<file path="src/rtl/mips_pkg.sv">
// ---------------------------------------------------------------------------
// mips_pkg
//   Shared definitions for the instruction-memory boot loader.
//   - INSTR_W        : instruction word width (32)
//   - loader_state_e : boot loader FSM states
// ---------------------------------------------------------------------------
package mips_pkg;

    localparam int INSTR_W = 32;

    typedef enum logic [2:0] {
        S_LEN_HI = 3'd0,
        S_LEN_LO = 3'd1,
        S_DATA   = 3'd2,
        S_CKSUM  = 3'd3,
        S_DONE   = 3'd4,
        S_ERR    = 3'd5
    } loader_state_e;

endpackage

</file>
<file path="src/rtl/byte_to_word_packer.sv">
// ---------------------------------------------------------------------------
// byte_to_word_packer
//   Assembles big-endian 32-bit words from a byte stream. The first byte of
//   each group of four lands in the most significant position.
//
// Ports
//   clk            in   system clock, rising edge
//   reset          in   synchronous, active-high; clears byte counter
//   byte_valid_i   in   a byte is consumed this cycle
//   byte_i         in   the byte
//   last_byte_o    out  the next consumed byte completes a word
//   word_valid_o   out  one-cycle pulse, registered, the cycle after the
//                       4th byte of a word is consumed
//   word_o         out  assembled word (held until the next word)
// ---------------------------------------------------------------------------
module byte_to_word_packer
    import mips_pkg::*;
(
    input  logic               clk,
    input  logic               reset,
    input  logic               byte_valid_i,
    input  logic [7:0]         byte_i,
    output logic               last_byte_o,
    output logic               word_valid_o,
    output logic [INSTR_W-1:0] word_o
);

    logic [1:0]         cnt_q, cnt_d;
    logic [23:0]        shift_q, shift_d;
    logic               word_valid_q, word_valid_d;
    logic [INSTR_W-1:0] word_q, word_d;

    assign last_byte_o  = (cnt_q == 2'd3);
    assign word_valid_o = word_valid_q;
    assign word_o       = word_q;

    always_comb begin
        cnt_d        = cnt_q;
        shift_d      = shift_q;
        word_valid_d = 1'b0;
        word_d       = word_q;
        if (byte_valid_i) begin
            cnt_d   = cnt_q + 2'd1;
            shift_d = {shift_q[15:0], byte_i};
            if (cnt_q == 2'd3) begin
                // shift_q holds the three earlier bytes, oldest on top
                word_valid_d = 1'b1;
                word_d       = {shift_q, byte_i};
            end
        end
    end

    always_ff @(posedge clk) begin
        if (reset) begin
            cnt_q        <= 2'd0;
            shift_q      <= 24'd0;
            word_valid_q <= 1'b0;
            word_q       <= '0;
        end else begin
            cnt_q        <= cnt_d;
            shift_q      <= shift_d;
            word_valid_q <= word_valid_d;
            word_q       <= word_d;
        end
    end

endmodule

</file>
<file path="src/rtl/imem_boot_loader.sv">
// ---------------------------------------------------------------------------
// imem_boot_loader
//   Boot-time loader for the instruction memory. Accepts a byte stream
//   (LEN_HI, LEN_LO, 4*N data bytes MSB-first, optional checksum byte),
//   writes the words from word address 0 upward, and holds the core in
//   reset until the image is complete.
//
//   Optional feature macro: LOADER_CKSUM_EN
//     defined   -> running XOR over data bytes, trailing checksum byte
//                  checked; mismatch rejects the image
//     undefined -> stream ends after the last data byte
//
// Handshake: a byte transfers on a rising edge where in_valid && in_ready.
//   in_ready does not depend on in_valid; without a transfer all state holds.
//
// Ports
//   clk, reset      clock / synchronous active-high reset
//   in_valid        byte available
//   in_byte         stream byte
//   in_ready        loader can accept a byte (combinational state decode)
//   imem_we         instruction-memory write strobe, one cycle per word
//   imem_addr       word address of the write
//   imem_wdata      instruction word
//   load_done       image loaded (sticky until reset)
//   load_err        image rejected (sticky until reset)
//   core_reset      drives the core's reset; falls one cycle after load_done
//   dbg_state_o     current FSM state, for observation only
// ---------------------------------------------------------------------------
module imem_boot_loader
    import mips_pkg::*;
#(
    parameter int ADDR_W = 8
) (
    input  logic               clk,
    input  logic               reset,
    input  logic               in_valid,
    input  logic [7:0]         in_byte,
    output logic               in_ready,
    output logic               imem_we,
    output logic [ADDR_W-1:0]  imem_addr,
    output logic [INSTR_W-1:0] imem_wdata,
    output logic               load_done,
    output logic               load_err,
    output logic               core_reset,
    output loader_state_e      dbg_state_o
);

    // Largest legal word count, widened so that 2**16 can never overflow
    localparam logic [16:0] CAPACITY = 17'(2 ** ADDR_W);

`ifdef LOADER_CKSUM_EN
    localparam loader_state_e AFTER_DATA = S_CKSUM;
`else
    localparam loader_state_e AFTER_DATA = S_DONE;
`endif

    loader_state_e      state_q, state_d;
    logic [7:0]         len_hi_q, len_hi_d;
    logic [15:0]        n_q, n_d;
    logic [ADDR_W:0]    idx_q, idx_d;
    logic [ADDR_W-1:0]  addr_q, addr_d;
    logic               done_q, err_q, core_reset_q;
`ifdef LOADER_CKSUM_EN
    logic [7:0]         cksum_q, cksum_d;
`endif

    logic               xfer;
    logic               data_xfer;
    logic [15:0]        len_n;
    logic [ADDR_W:0]    idx_inc;
    logic               last_byte;
    logic               word_valid;
    logic [INSTR_W-1:0] word;

    always_comb begin
        case (state_q)
            S_LEN_HI, S_LEN_LO, S_DATA, S_CKSUM: in_ready = 1'b1;
            default:                             in_ready = 1'b0;
        endcase
    end

    assign xfer      = in_valid && in_ready;
    assign data_xfer = xfer && (state_q == S_DATA);
    assign len_n     = {len_hi_q, in_byte};
    assign idx_inc   = idx_q + 1'b1;

    byte_to_word_packer u_packer (
        .clk          (clk),
        .reset        (reset),
        .byte_valid_i (data_xfer),
        .byte_i       (in_byte),
        .last_byte_o  (last_byte),
        .word_valid_o (word_valid),
        .word_o       (word)
    );

    always_comb begin
        state_d  = state_q;
        len_hi_d = len_hi_q;
        n_d      = n_q;
        idx_d    = idx_q;
        addr_d   = addr_q;
`ifdef LOADER_CKSUM_EN
        cksum_d  = cksum_q;
`endif
        case (state_q)
            S_LEN_HI: begin
                if (xfer) begin
                    len_hi_d = in_byte;
                    state_d  = S_LEN_LO;
                end
            end
            S_LEN_LO: begin
                if (xfer) begin
                    n_d = len_n;
                    if ({1'b0, len_n} > CAPACITY) begin
                        state_d = S_ERR;
                    end else if (len_n == 16'd0) begin
                        state_d = AFTER_DATA;
                    end else begin
                        state_d = S_DATA;
                    end
                end
            end
            S_DATA: begin
                if (xfer) begin
`ifdef LOADER_CKSUM_EN
                    cksum_d = cksum_q ^ in_byte;
`endif
                    if (last_byte) begin
                        // Address is latched with the word so both appear
                        // together on the registered write port next cycle.
                        addr_d = idx_q[ADDR_W-1:0];
                        idx_d  = idx_inc;
                        if (17'(idx_inc) == {1'b0, n_q}) begin
                            state_d = AFTER_DATA;
                        end
                    end
                end
            end
`ifdef LOADER_CKSUM_EN
            S_CKSUM: begin
                if (xfer) begin
                    state_d = (in_byte == cksum_q) ? S_DONE : S_ERR;
                end
            end
`endif
            S_DONE, S_ERR: begin
                state_d = state_q;
            end
            default: begin
                state_d = S_ERR;
            end
        endcase
    end

    always_ff @(posedge clk) begin
        if (reset) begin
            state_q      <= S_LEN_HI;
            len_hi_q     <= 8'd0;
            n_q          <= 16'd0;
            idx_q        <= '0;
            addr_q       <= '0;
            done_q       <= 1'b0;
            err_q        <= 1'b0;
            core_reset_q <= 1'b1;
`ifdef LOADER_CKSUM_EN
            cksum_q      <= 8'd0;
`endif
        end else begin
            state_q      <= state_d;
            len_hi_q     <= len_hi_d;
            n_q          <= n_d;
            idx_q        <= idx_d;
            addr_q       <= addr_d;
            done_q       <= (state_d == S_DONE);
            err_q        <= (state_d == S_ERR);
            // Trails load_done by one cycle so the final write commits
            // before the core starts fetching.
            core_reset_q <= !done_q;
`ifdef LOADER_CKSUM_EN
            cksum_q      <= cksum_d;
`endif
        end
    end

    assign imem_we     = word_valid;
    assign imem_addr   = addr_q;
    assign imem_wdata  = word;
    assign load_done   = done_q;
    assign load_err    = err_q;
    assign core_reset  = core_reset_q;
    assign dbg_state_o = state_q;

endmodule

</file>
<file path="config.mk">
export PLATFORM = sky130hd
export DESIGN_NAME = imem_boot_loader
export DESIGN_NICKNAME = d
export VERILOG_FILES = /design/src/rtl/mips_pkg.sv /design/src/rtl/byte_to_word_packer.sv /design/src/rtl/imem_boot_loader.sv
export SDC_FILE = /design/constraint.sdc
export NUM_CORES = 1
export LEC_CHECK = 0
export ABC_AREA = 0
export CORE_ASPECT_RATIO = 1.2
export CORE_MARGIN = 2
export CORE_UTILIZATION = 58
export CTS_CLUSTER_DIAMETER = 80
export DETAILED_ROUTE_END_ITERATION = 6
export PLACE_DENSITY_LB_ADDON = 0.2
export SKIP_LAST_GASP = 1
export SYNTH_ARGS = -nofsm -noshare
export SYNTH_HDL_FRONTEND = slang
export SYNTH_SLANG_ARGS = --single-unit
export TNS_END_PERCENT = 100
</file>
<file path="constraint.sdc">
create_clock -name clk -period 5 [get_ports clk]
set_input_delay 0.5 -clock clk [delete_from_list [all_inputs] [get_ports clk]]
set_output_delay 0.5 -clock clk [all_outputs]
set_load 0.1 [all_outputs]
</file>
==> results of run 1 <==
==> synthesized netlist by cell type (2+ instances only) <==
cell        n
buf_2       9
ha_1        2
xor2_1      8
clkbuf_1   24
nand2_1   188
nor3_1      7
xnor2_1     7
a31o_2      2
nor2b_1     2
nand3_1     7
or3_1       3
o41ai_1     2
nand4_1     3
nand2b_1    5
nor2_1     12
nor4_1      6
a211oi_2    2
a21oi_1    95
inv_1       2
o21ai_0     3
dfxtp_1   106
==> sequential cells by signal, indices dropped and copies added (netlist names) <==
name	flops
core_reset	1
dbg_state_o	3
idx_q	9
imem_addr	8
len_hi_q	8
load_done	1
load_err	1
n_q	16
u_packer.cnt_q	2
u_packer.shift_q	24
u_packer.word_o	32
u_packer.word_valid_o	1
==> area by class of cell <==
| class | count | area, um2 | share of cell area, % |
|---|---|---|---|
| clock inverters | 6 | 50.0 | 1.03 |
| clock buffers | 10 | 128 | 2.62 |
| inverters | 2 | 7.51 | 0.154 |
| repair buffers | 61 | 598 | 12.3 |
| well taps | 87 | 109 | 2.23 |
| flip-flops and latches | 106 | 2120 | 43.5 |
| multi-input cells | 381 | 1870 | 38.2 |
==> power groups by stage <==
stage	clock, mW	sequential, mW	combinational (mW)
2_1_floorplan	0	0.902	0.0622
3_3_place_gp	0	0.887	0.106
3_5_place_dp	0	0.888	0.108
4_1_cts	0.489	0.868	0.108
5_1_grt	0.520	0.871	0.119
6_report	0.484	0.868	0.109
==> through the flow <==
stage | utilization [%] | cell area [um2] | setup slack [ns]
global placement | 68.2 | 4700 | 1.99
CTS | 70.8 | 4880 | 2.31
floorplan | - | 4140 | 2.54
detailed placement | 68.2 | 4700 | 1.94
global route | 70.8 | 4880 | 2.05
finish | 70.8 | 4880 | 2.28
==> layer usage <==
metal | vias up | routed length (um) | global-route usage, % | share of wire (%)
met3 | 13 | 522 | 3.53 | 5.9
met2 | 115 | 4170 | 39.3 | 47
li1 | 1817 | - | - | -
met1 | 1659 | 3970 | 31.9 | 45
met5 | - | 0 | 0 | 0
met4 | 0 | 157 | 9.04 | 1.8
==> path summary, 6_finish.rpt <==
check / start / end / slack [ns] / cells past startpoint
hold reg to reg: load_done / core_reset / 0.41 / 1
hold / removal: load_done / core_reset / 0.41 / 1
setup reg to reg: dbg_state_o[1] / idx_q[5] / 2.40 / 6
setup / recovery: in_valid / idx_q[5] / 2.28 / 7
==> logic make-up (layout without fill, tap and decap cells) <==
group                    after synthesis  in the layout  share of synthesized area [%]
buffers and inverters                 37             79                           3.72
flip-flops                           106            106                           51.2
XOR/XNOR                              15             15                           3.17
AO/OA/AOI/OAI                        117            117                           15.9
adder cells (fa/ha/maj)                2              2                          0.604
AND/OR/NAND/NOR                      247            247                           25.4
==> critical path, stage by stage <==
cell	delay, ns
clkdlybuf4s50_1	0.52
and4bb_2	0.66
nand2_1	0.44
buf_4	0.36
nor3_1	0.24
xnor2_1	0.14
nor2_1	0.05
==> results.py, run 1 <==
metrics = {
    "synthesis": {
        "synthFlopType": "dfxtp_1",
        "synth.largest_area_cell": "dfxtp_1",
        "netlist_instances": 524,
        "synth_area_um2": 4140,
        "synth.avg_cell_area_um2": 7.90,
        "syn_nets": 537,
        "yosys-top-cells-area": "dfxtp_1 (51%), nand2_1 (17%), a21oi_1 (11%), clkbuf_1 (2.2%), xor2_1 (1.7%)",
        "ys_seq_area_share_pct": 51.2,
        "synth_seq_cells": 106,
        "synth_cell_types": 50,
        "ys_warn_count": 0,
        "synth.top_cell.area_share_pct": 51.2,
        "async_flop_share_pct": 0,
        "synth-edff-count": 0,
    },
    "clock_tree": {
        "clk_pin_slew_ns": 0.10,
        "ctsHtreeMaxLevel": 3,
        "clk_latency_ns": 0.37,
        "cts_num_sinks": 106,
        "cts-root-buf": "clkbuf_8",
        "cts_tree": "yes",
        "numCtsBuffers": 9,
        "post_cts_resized": 0,
        "cts.path.max_buffers": 2,
        "postCtsSetupRepairBufs": 0,
        "cts_hold_repair.buffers": 0,
    },
    "timing": {
        "fin_crit_sh_pct": 54.3,
        "slew-limit-headroom_pct": 24.8,
        "fmax_mhz": 368,
        "slew_viol_final": 0,
        "rsz0062_at_grt": "false",
        "final-setup-viol-count": 0,
        "hold_violations": 0,
        "clock_skew_ns": 0.0125,
        "hold_slack_ns": 0.409,
        "worstMarginPinSlew_ns": 1.13,
        "fin_tns_setup_ns": 0,
        "post-route-min-period_ns": 2.72,
    },
    "layout": {
        "fin_cells": 653,
        "final_cell_mix": "nand2_1 (188), dfxtp_1 (106), a21oi_1 (95), clkdlybuf4s50_1 (57), nor2_1 (12)",
        "layout.nets": 574,
        "fillers": 574,
        "diodes": 0,
        "drive_gt1_share_pct": 5.12,
        "area_growth_pct": 17.8,
        "layout_commonest_cell": "nand2_1",
    },
    "global_route": {
        "grt_pass1_vias": 3162,
        "antenna_found_initial": 0,
        "grt_pass1_wl_mm": 14.7,
        "grt_start_max_net_pins": 67,
        "overflow": 0,
        "gr-usage-all-layers_pct": 24.0,
    },
    "power_and_ir_drop": {
        "total_power_mw": 1.46,
        "switchingPower_mw": 0.383,
        "p_comb_share_pct": 7.4,
        "power.internal_mw": 1.08,
        "clockPowerShare_pct": 33.1,
        "power_leakage_nw": 1.58,
        "cellPowerDensity_nw_per_um2": 299,
        "ir_drop_uv": 248,
        "p_sw_share_pct": 26.2,
        "seqPwrFrac_pct": 59.4,
    },
    "floorplanning": {
        "die_h_um": 96.6,
        "num_rows": 33,
        "dieArea_um2": 7840,
        "pin_count": 59,
        "die_w_um": 81.1,
        "start_util_pct": 60.1,
        "coreArea_um2": 6900,
    },
    "detailed_routing": {
        "drt-total-wl_mm": 8.81,
        "drc": 0,
        "ant_nets": 0,
        "drtIter0Drc": 277,
        "drtPass1Iterations": 5,
        "vias": 3604,
        "wl_per_cell_um": 13.5,
        "vias_per_cell": 5.52,
    },
    "setup_path": {
        "start_kind": "input pin",
        "cp-end-kind": "flop",
        "critical_path_class": "input pin to flop",
        "crit_arrival_ns": 2.93,
        "timing.critical_path.required_ns": 5.21,
        "critPathMaxFanout": 30,
    },
    "worst_hold_path": {
        "hold_path_class": "flop to flop",
    },
    "place": {
        "dp.final_hpwl_mm": 5.78,
        "numPortBuffers": 58,
        "dp_cells": 637,
        "gp_congestion": 0.783,
    },
    "status": {
        "outcome": "finished, final reports clean",
    },
    "flow_run": {
        "cap_violations": 0,
    },
}
Power figures use the tool's default switching activity.
==> run 2: changes to the inputs <==
CORE_UTILIZATION = 54   (was 58)
clock period = 2.5 ns   (was 5 ns; I/O delays follow)
==> results.py, run 2 (same netlist as run 1, synthesis figures left out) <==
metrics = {
    "flow_run": {
        "cap_violations": 0,
    },
    "detailed_routing": {
        "drc": 0,
        "ant_nets": 0,
        "drtIter0Drc": 262,
        "drtPass1Iterations": 6,
        "wl_per_cell_um": 14.3,
        "vias_per_cell": 5.47,
        "vias": 3649,
        "drt-total-wl_mm": 9.51,
    },
    "global_route": {
        "grt_start_max_net_pins": 99,
        "use_met3_pct": 3.04,
        "gr-usage-all-layers_pct": 23.0,
        "grt_pass1_wl_mm": 15.7,
        "grt-busiest-layer": "met2",
        "met2_usage_pct": 38.4,
        "grt_pass1_vias": 3286,
        "antenna_found_initial": 0,
        "overflow": 0,
        "use_met1_pct": 30.7,
    },
    "clock_tree": {
        "cts-root-buf": "clkbuf_8",
        "clk_latency_ns": 0.38,
        "numCtsBuffers": 9,
        "cts_hold_repair.buffers": 0,
        "cts.path.max_buffers": 2,
        "cts_num_sinks": 106,
        "ctsHtreeMaxLevel": 3,
        "cts_tree": "yes",
        "clk_pin_slew_ns": 0.10,
        "post_cts_resized": 0,
        "postCtsSetupRepairBufs": 0,
    },
    "place": {
        "gp_congestion": 0.858,
        "dp_slack_ns": 0.108,
        "dp.final_hpwl_mm": 6.61,
        "numPortBuffers": 58,
    },
    "setup_path": {
        "cp-end-kind": "flop",
        "cp_top_family": "compound AO/OA/AOI/OAI gates",
        "slowest_stage": "or4_1",
        "start_kind": "flop",
        "crit_arrival_ns": 2.38,
        "timing.critical_path.buf_inv": 0,
        "critical_path_class": "flop to flop",
        "timing.critical_path.required_ns": 2.80,
        "critPathMaxFanout": 9,
        "cpPeakStageDelay_ns": 0.52,
        "path_cells": "ha_1, or4_1, a31oi_1, o2111ai_1, a211oi_2",
    },
    "power_and_ir_drop": {
        "ir_drop_uv": 367,
        "cellPowerDensity_nw_per_um2": 616,
        "power_leakage_nw": 1.73,
    },
    "timing": {
        "clock_skew_ns": 0.0117,
        "post-route-min-period_ns": 2.08,
        "worstMarginPinSlew_ns": 0.557,
        "hold_violations": 0,
        "fin_tns_setup_ns": 0,
        "rsz0062_at_grt": "false",
        "fin_crit_sh_pct": 83.4,
        "fmax_mhz": 480,
        "worst_slack_ns": 0.415,
        "slew-limit-headroom_pct": 62.5,
        "final-setup-viol-count": 0,
        "hold_slack_ns": 0.167,
        "slew_viol_final": 0,
    },
    "floorplanning": {
        "coreArea_um2": 7580,
        "die_h_um": 99.9,
        "dieArea_um2": 8390,
        "start_util_pct": 54.7,
        "num_rows": 35,
        "die_w_um": 83.9,
        "pin_count": 59,
    },
    "worst_hold_path": {
        "hold_path_class": "input pin to flop",
    },
    "layout": {
        "final_cell_mix": "nand2_1 (188), dfxtp_1 (106), a21oi_1 (95), buf_4 (58), nor2_1 (12)",
        "layout.nets": 583,
        "layout_commonest_cell": "nand2_1",
        "diodes": 0,
        "drive_gt1_share_pct": 15.1,
        "fillers": 703,
        "largest_reg_flops": 32,
        "multiInputGateArea_um2": 1870,
        "area_growth_pct": 17.7,
        "register_area_um2": 2120,
    },
    "status": {
        "outcome": "finished, final reports clean",
    },
}
[run 2: cell count changes in the layout (fill, tap and decap cells not counted), sizes merged]
cell           before  now
buf                 4   61
clkinvlp            1    0
clkdlybuf4s50      57    9
clkinv              3    2
inv                 4    6
[run 2: layout make-up]
cell class                 instances  share of cell area [%]
sequential                       106                    43.5
multi-input combinational        381                    38.3
timing repair buffer              70                    11.7
clock buffer                      10                    2.82
tap                               92                    2.36
clock inverter                     6                    1.18
inverter                           2                   0.154
[run 2: final timing paths]
path | startpoint | to | slack (ns) | cells past startpoint
setup / recovery | idx_q[0] | load_done | 0.42 | 5
hold / removal | reset | n_q[2] | 0.17 | 2
setup reg to reg | idx_q[0] | load_done | 0.42 | 5
hold reg to reg | load_done | core_reset | 0.43 | 1
[run 2: report_power, final]
group          internal (mW)  switching [mW]  leakage, nW  total, mW
Combinational         0.0730           0.155        0.777      0.228
Sequential              1.71          0.0251        0.856       1.74
Clock                  0.415           0.625        0.101       1.04
Total                   2.20           0.805         1.73       3.01
[run 2: routing by layer]
layer	routed length, um	vias up
li1	-	1833
met1	4370	1707
met2	4590	94
met3	390	15
met4	157	0
met5	0	-
[run 2: stage by stage]
step                cell area (um2)  power (mW)  cells  utilization, %
floorplan                      4140        1.93    524               -
global route                   4880        3.12    667            64.4
detailed placement             4680        2.00    651            61.8
CTS                            4880        3.03    667            64.4
global placement               4680        2.00    651            61.8
finish                         4880        3.01    667            64.4
[run 2: worst register-to-register path, cell delays in order, from the launching register on]
cell,delay [ns]
dfxtp_1,0.43
ha_1,0.37
or4_1,0.52
a31oi_1,0.23
o2111ai_1,0.23
a211oi_2,0.23
